--- config.mk ---
export PLATFORM = sky130hd
export DESIGN_NAME = pdm_cic_decimator
export DESIGN_NICKNAME = d
export VERILOG_FILES = /design/src/rtl/pdm_cic_decimator.sv
export SDC_FILE = /design/constraint.sdc
export NUM_CORES = 1
export LEC_CHECK = 0
export BUFFER_PORTS_ARGS = -buffer_cell sky130_fd_sc_hd__buf_2
export CAP_MARGIN = 20
export CORE_UTILIZATION = 56
export DETAILED_ROUTE_END_ITERATION = 16
export PLACE_DENSITY_LB_ADDON = 0.3
export SLEW_MARGIN = 20
export SYNTH_ARGS = -nofsm -noshare
export SYNTH_HDL_FRONTEND = slang
export SYNTH_SLANG_ARGS = --single-unit
--- constraint.sdc ---
create_clock -name clk -period 10.52 [get_ports clk]
set_input_delay 2.104 -clock clk [delete_from_list [all_inputs] [get_ports clk]]
set_output_delay 2.104 -clock clk [all_outputs]
set_load 0.01 [all_outputs]
--- src/rtl/pdm_cic_decimator.sv ---
// 3rd-order CIC decimator turning a 1-bit PDM stream into signed PCM samples.
// Define PDM_CIC_SAT_EN to clamp the output instead of wrapping positive full scale.
module pdm_cic_decimator #(
   parameter int WIDTH = 16,
   parameter int DECIM = 64
) (
   input  logic                    clk,
   input  logic                    rst,
   input  logic                    pdm_en,
   input  logic                    pdm_in,
   output logic signed [WIDTH-1:0] pcm_out,
   output logic                    pcm_valid
);

   localparam int L  = $clog2(DECIM);
   localparam int G  = 3 * L + 2;
   localparam int SH = 3 * L + 1 - WIDTH;

   logic signed [G-1:0] i1, i2, i3;
   logic signed [G-1:0] d1, d2, d3;
   logic        [L-1:0] cnt;
   logic                dec_tick;

   logic signed [G-1:0]     x;
   logic signed [G-1:0]     i1_n, i2_n, i3_n;
   logic signed [G-1:0]     c1, c2, c3;
   logic signed [G-1:0]     shifted;
   logic signed [WIDTH-1:0] pcm_n;

`ifdef PDM_CIC_SAT_EN
   localparam logic signed [G-1:0] MAXV = G'({1'b0, {(WIDTH-1){1'b1}}});
   localparam logic signed [G-1:0] MINV = ~MAXV;
`endif

   // Integrators cascade within one strobe: each stage sees the freshly updated one before it.
   always_comb begin
      x    = pdm_in ? {{(G-1){1'b0}}, 1'b1} : '1;
      i1_n = i1 + x;
      i2_n = i2 + i1_n;
      i3_n = i3 + i2_n;
   end

   // Combs run on the registered I3, so a strobe on the same edge is not yet included.
   always_comb begin
      c1      = i3 - d1;
      c2      = c1 - d2;
      c3      = c2 - d3;
      shifted = c3 >>> SH;
`ifdef PDM_CIC_SAT_EN
      if (shifted > MAXV)
         pcm_n = {1'b0, {(WIDTH-1){1'b1}}};
      else if (shifted < MINV)
         pcm_n = {1'b1, {(WIDTH-1){1'b0}}};
      else
         pcm_n = WIDTH'(shifted);
`else
      pcm_n = WIDTH'(shifted);
`endif
   end

   always_ff @(posedge clk or posedge rst) begin
      if (rst) begin
         i1        <= '0;
         i2        <= '0;
         i3        <= '0;
         d1        <= '0;
         d2        <= '0;
         d3        <= '0;
         cnt       <= '0;
         dec_tick  <= 1'b0;
         pcm_out   <= '0;
         pcm_valid <= 1'b0;
      end else begin
         if (pdm_en) begin
            i1  <= i1_n;
            i2  <= i2_n;
            i3  <= i3_n;
            cnt <= cnt + 1'b1;
         end
         dec_tick  <= pdm_en && (cnt == '1);
         pcm_valid <= dec_tick;
         if (dec_tick) begin
            d1      <= i3;
            d2      <= c1;
            d3      <= c2;
            pcm_out <= pcm_n;
         end
      end
   end

endmodule
==> summary.md <==
| Metric | Value |
|---|---|
| Result of the run | complete, no violations |
| Core occupancy in the finished layout | 0.631 |
| EDFF count, synth | 0 |
| Overflow after GRT | 0 |
| CTS Buffer Depth | 2 |
| Final-layout worst hold slack | 0.469 ns |
| Avg Synthesized Cell Area | 9.26 µm² |
| TritonCTS sink count | 138 |
| Clock tree from TritonCTS | built |
| Insertion delay of the later-clocked pin in the worst-skew pair | 0.42 ns |
| Number of rows created at floorplan | 48 |
| Clock skew | 0.00840 ns |
| Worst Tran Pin Value | 0.952 ns |
| Largest fanout of any net on the critical path | 19 |
| Fraction of the cycle the final worst path needs | 0.711 |
| Fin area | 11100 µm² |
| Pins Over Slew Limit | 0 |
| Startpoint of the worst hold path | cnt[5] |
| Detailed Route Iter0 Violations | 258 |
| Launch point of the critical path | pdm_in |
| Layout Area Growth over Synthesis | 8.85% |
| Worst EP arrival | 7.83 ns |
| Min-Delay Path Class | register to register |
| Vias in the first global route | 7527 |
| Total wire length after detailed routing | 19100 µm |
| Final routed wire length divided by cell count | 14.1 µm |
| Filler cell count in the final layout | 1454 |
| Worst reg2reg path startpoint | i3[1] |
| Length of the first detailed-routing pass in iterations | 5 |
| CP Data Required Time | 10.87 ns |
| Clock-pin slew on the worst setup and hold paths | 0.06 ns |
| Number of setup violations in the final report | 0 |
| Final #Nets | 1234 |
| Startpoint kind of the worst setup timing path | input pin |
| X dimension of the die | 137 µm |
| Vias per Instance | 5.69 |
| DRC errors left | 0 |
| Largest net degree at the start of global routing | 84 |
| Placer congestion estimate | 0.950 |
| Worst Setup End Kind | register |
| Number of antenna repair diodes | 0 |
| Vias post-DR | 7704 |
| Setup repair after global routing missed its margin | false |
| Syn Std Cell Area | 10200 µm² |
| Library cell used as clock root buffer | sky130_fd_sc_hd__clkbuf_16 |
| # H-tree levels | 4 |
| Crit Path Category | input pin to register |
| Max_slew headroom | 0.365 |
| Remaining number of nets flagged by the antenna check after routing | 0 |
| Highest clock frequency the design can meet | 134 MHz |
| Sequential-to-total area share from yosys stat | 0.340 |
| Number of instances resized during post-cts repair | 0 |
| Number of antenna violations at the first check in global routing | 0 |
| Cell area after placement | 10500 µm² |
| Initial standard-cell utilization of the core | 0.580 |
| Unique cell type count in the Yosys netlist | 66 |
| Warnings, synthesis | 0 |
| IO buf count | 20 |
| Final critical-path required period | 7.48 ns |
| Die boundary height | 137 µm |
| Floorplan Core Area | 17500 µm² |
| Dominant register cell in the synthesized netlist | sky130_fd_sc_hd__dfrtp_1 |
| Wire length of the first global-routing pass | 33600 µm |
| Global router's overall resource usage | 0.224 |
| TNS Setup | 0 ns |
| HPWL after detailed placement | 13800 µm |
| Number of failing hold endpoints at the final stage | 0 |
| Commonest non-fill, non-tap cell in the layout | sky130_fd_sc_hd__dfrtp_1 |
| Buffers inserted by post-CTS timing repair | 0 |
| Reported max-cap violation count | 0 |
| Number of I/O pins | 21 |
| Asr flop ratio synth | 1.00 |
| Full die area | 18700 µm² |
| Synthesized netlist net count | 1215 |
| Total CTS buffers | 17 |
| Share of cells above drive strength 1 | 0.119 |
| Commonest cells after routing, fill and taps aside | sky130_fd_sc_hd__dfrtp_1 (137), sky130_fd_sc_hd__ha_1 (108), sky130_fd_sc_hd__inv_1 (92) |
| Post-synthesis instance total | 1098 |
| Post-synthesis sequential element count | 138 |
| Hold bufs inserted after CTS | 0 |
==> layer usage <==
| metal | part of all wire | vias up | GRT usage |
|---|---|---|---|
| met3 | 0.024 | 31 | 0.0474 |
| met1 | 0.46 | 3625 | 0.269 |
| met4 | 0.021 | 0 | 0.0784 |
| met2 | 0.49 | 95 | 0.396 |
| met5 | 0 | - | 0 |
| li1 | - | 3953 | - |
==> Yosys cell counts (9+ instances only) <==
library cell | n | area (µm²)
sky130_fd_sc_hd__nand2b_1 | 9 | 56.3
sky130_fd_sc_hd__dfrtp_1 | 138 | 3450
sky130_fd_sc_hd__o21bai_1 | 20 | 150
sky130_fd_sc_hd__xnor2_1 | 63 | 552
sky130_fd_sc_hd__mux2_2 | 67 | 754
sky130_fd_sc_hd__nor2_1 | 65 | 244
sky130_fd_sc_hd__inv_1 | 93 | 349
sky130_fd_sc_hd__nand2_1 | 91 | 342
sky130_fd_sc_hd__o21ai_0 | 74 | 370
sky130_fd_sc_hd__a21oi_1 | 71 | 355
sky130_fd_sc_hd__o31ai_1 | 9 | 67.6
sky130_fd_sc_hd__clkbuf_1 | 16 | 60.1
sky130_fd_sc_hd__ha_1 | 108 | 1350
sky130_fd_sc_hd__a211oi_1 | 16 | 120
sky130_fd_sc_hd__nor3_1 | 17 | 85.1
sky130_fd_sc_hd__nor2b_1 | 12 | 75.1
sky130_fd_sc_hd__xor2_1 | 31 | 272
sky130_fd_sc_hd__o21a_1 | 17 | 128
sky130_fd_sc_hd__nand3_1 | 14 | 70.1
sky130_fd_sc_hd__a21o_1 | 27 | 203
==> registers in the layout, summed over array words and instances (netlist names) <==
signal,flops
d3,19
d2,19
d1,19
i3,19
pcm_out,16
cnt,6
i2,19
dec_tick,1
i1,19
pcm_valid,1
==> stage by stage <==
step           std cells  setup WS, ns
4_1_cts             1355          3.03
3_3_place_gp        1323          2.73
2_1_floorplan       1098          3.37
5_1_grt             1355          2.49
6_report            1355          3.04
3_5_place_dp        1323          2.59
==> critical path, stage by stage <==
cell and delay [ns]:
sky130_fd_sc_hd__buf_2 0.13, sky130_fd_sc_hd__inv_1 0.48, sky130_fd_sc_hd__ha_1 0.34, sky130_fd_sc_hd__a21o_1 0.17, sky130_fd_sc_hd__a21oi_1 0.21, sky130_fd_sc_hd__o21bai_1 0.12
sky130_fd_sc_hd__a21oi_1 0.20, sky130_fd_sc_hd__nor2_1 0.08, sky130_fd_sc_hd__a21oi_1 0.15, sky130_fd_sc_hd__o21bai_1 0.09, sky130_fd_sc_hd__xnor2_1 0.18, sky130_fd_sc_hd__ha_1 0.30
sky130_fd_sc_hd__and2_1 0.20, sky130_fd_sc_hd__a221o_1 0.36, sky130_fd_sc_hd__a311oi_1 0.32, sky130_fd_sc_hd__o21ai_0 0.22, sky130_fd_sc_hd__a2111oi_0 0.43, sky130_fd_sc_hd__nor2_1 0.11
sky130_fd_sc_hd__xor2_1 0.17, sky130_fd_sc_hd__ha_1 0.36, sky130_fd_sc_hd__nand3_1 0.09, sky130_fd_sc_hd__or3_1 0.34, sky130_fd_sc_hd__nand4_1 0.12, sky130_fd_sc_hd__nor4_1 0.07
sky130_fd_sc_hd__nor4_1 0.35, sky130_fd_sc_hd__xnor2_1 0.16
==> final timing paths <==
check	cells after the start	to	slack (ns)
min in group asynchronous	2	i1[0]	1.77
max	26	i3[18]	3.04
max in group asynchronous	3	d1[13]	7.37
max reg2reg	26	pcm_out[15]	3.75
min	1	cnt[5]	0.47
min reg2reg	1	cnt[5]	0.47
==> cell type report <==
type | count | area, µm² | area share
Sequential cell | 138 | 3460 | 0.312
Inverter | 94 | 358 | 0.0323
Timing Repair Buffer | 23 | 123 | 0.0111
Multi-Input combinational cell | 843 | 6270 | 0.567
Clock buffer | 24 | 482 | 0.0435
Clock inverter | 8 | 92.6 | 0.00837
Tap cell | 225 | 282 | 0.0254
==> cells by family (layout without fill, tap and decap cells) <==
kind of cell | after synthesis | count (layout) | synth area share
AOI/OAI and AO/OA | 294 | 294 | 0.187
xor gates and xnor gates | 94 | 94 | 0.0810
adders and majority gates | 113 | 113 | 0.143
buffers and inverters | 117 | 149 | 0.0433
DFF | 138 | 138 | 0.340
muxes | 72 | 72 | 0.0792
and+or+nand+nor | 270 | 270 | 0.127
Power is not shown: default switching activity piles up to over one toggle a cycle in this logic, so the estimate is an artifact.
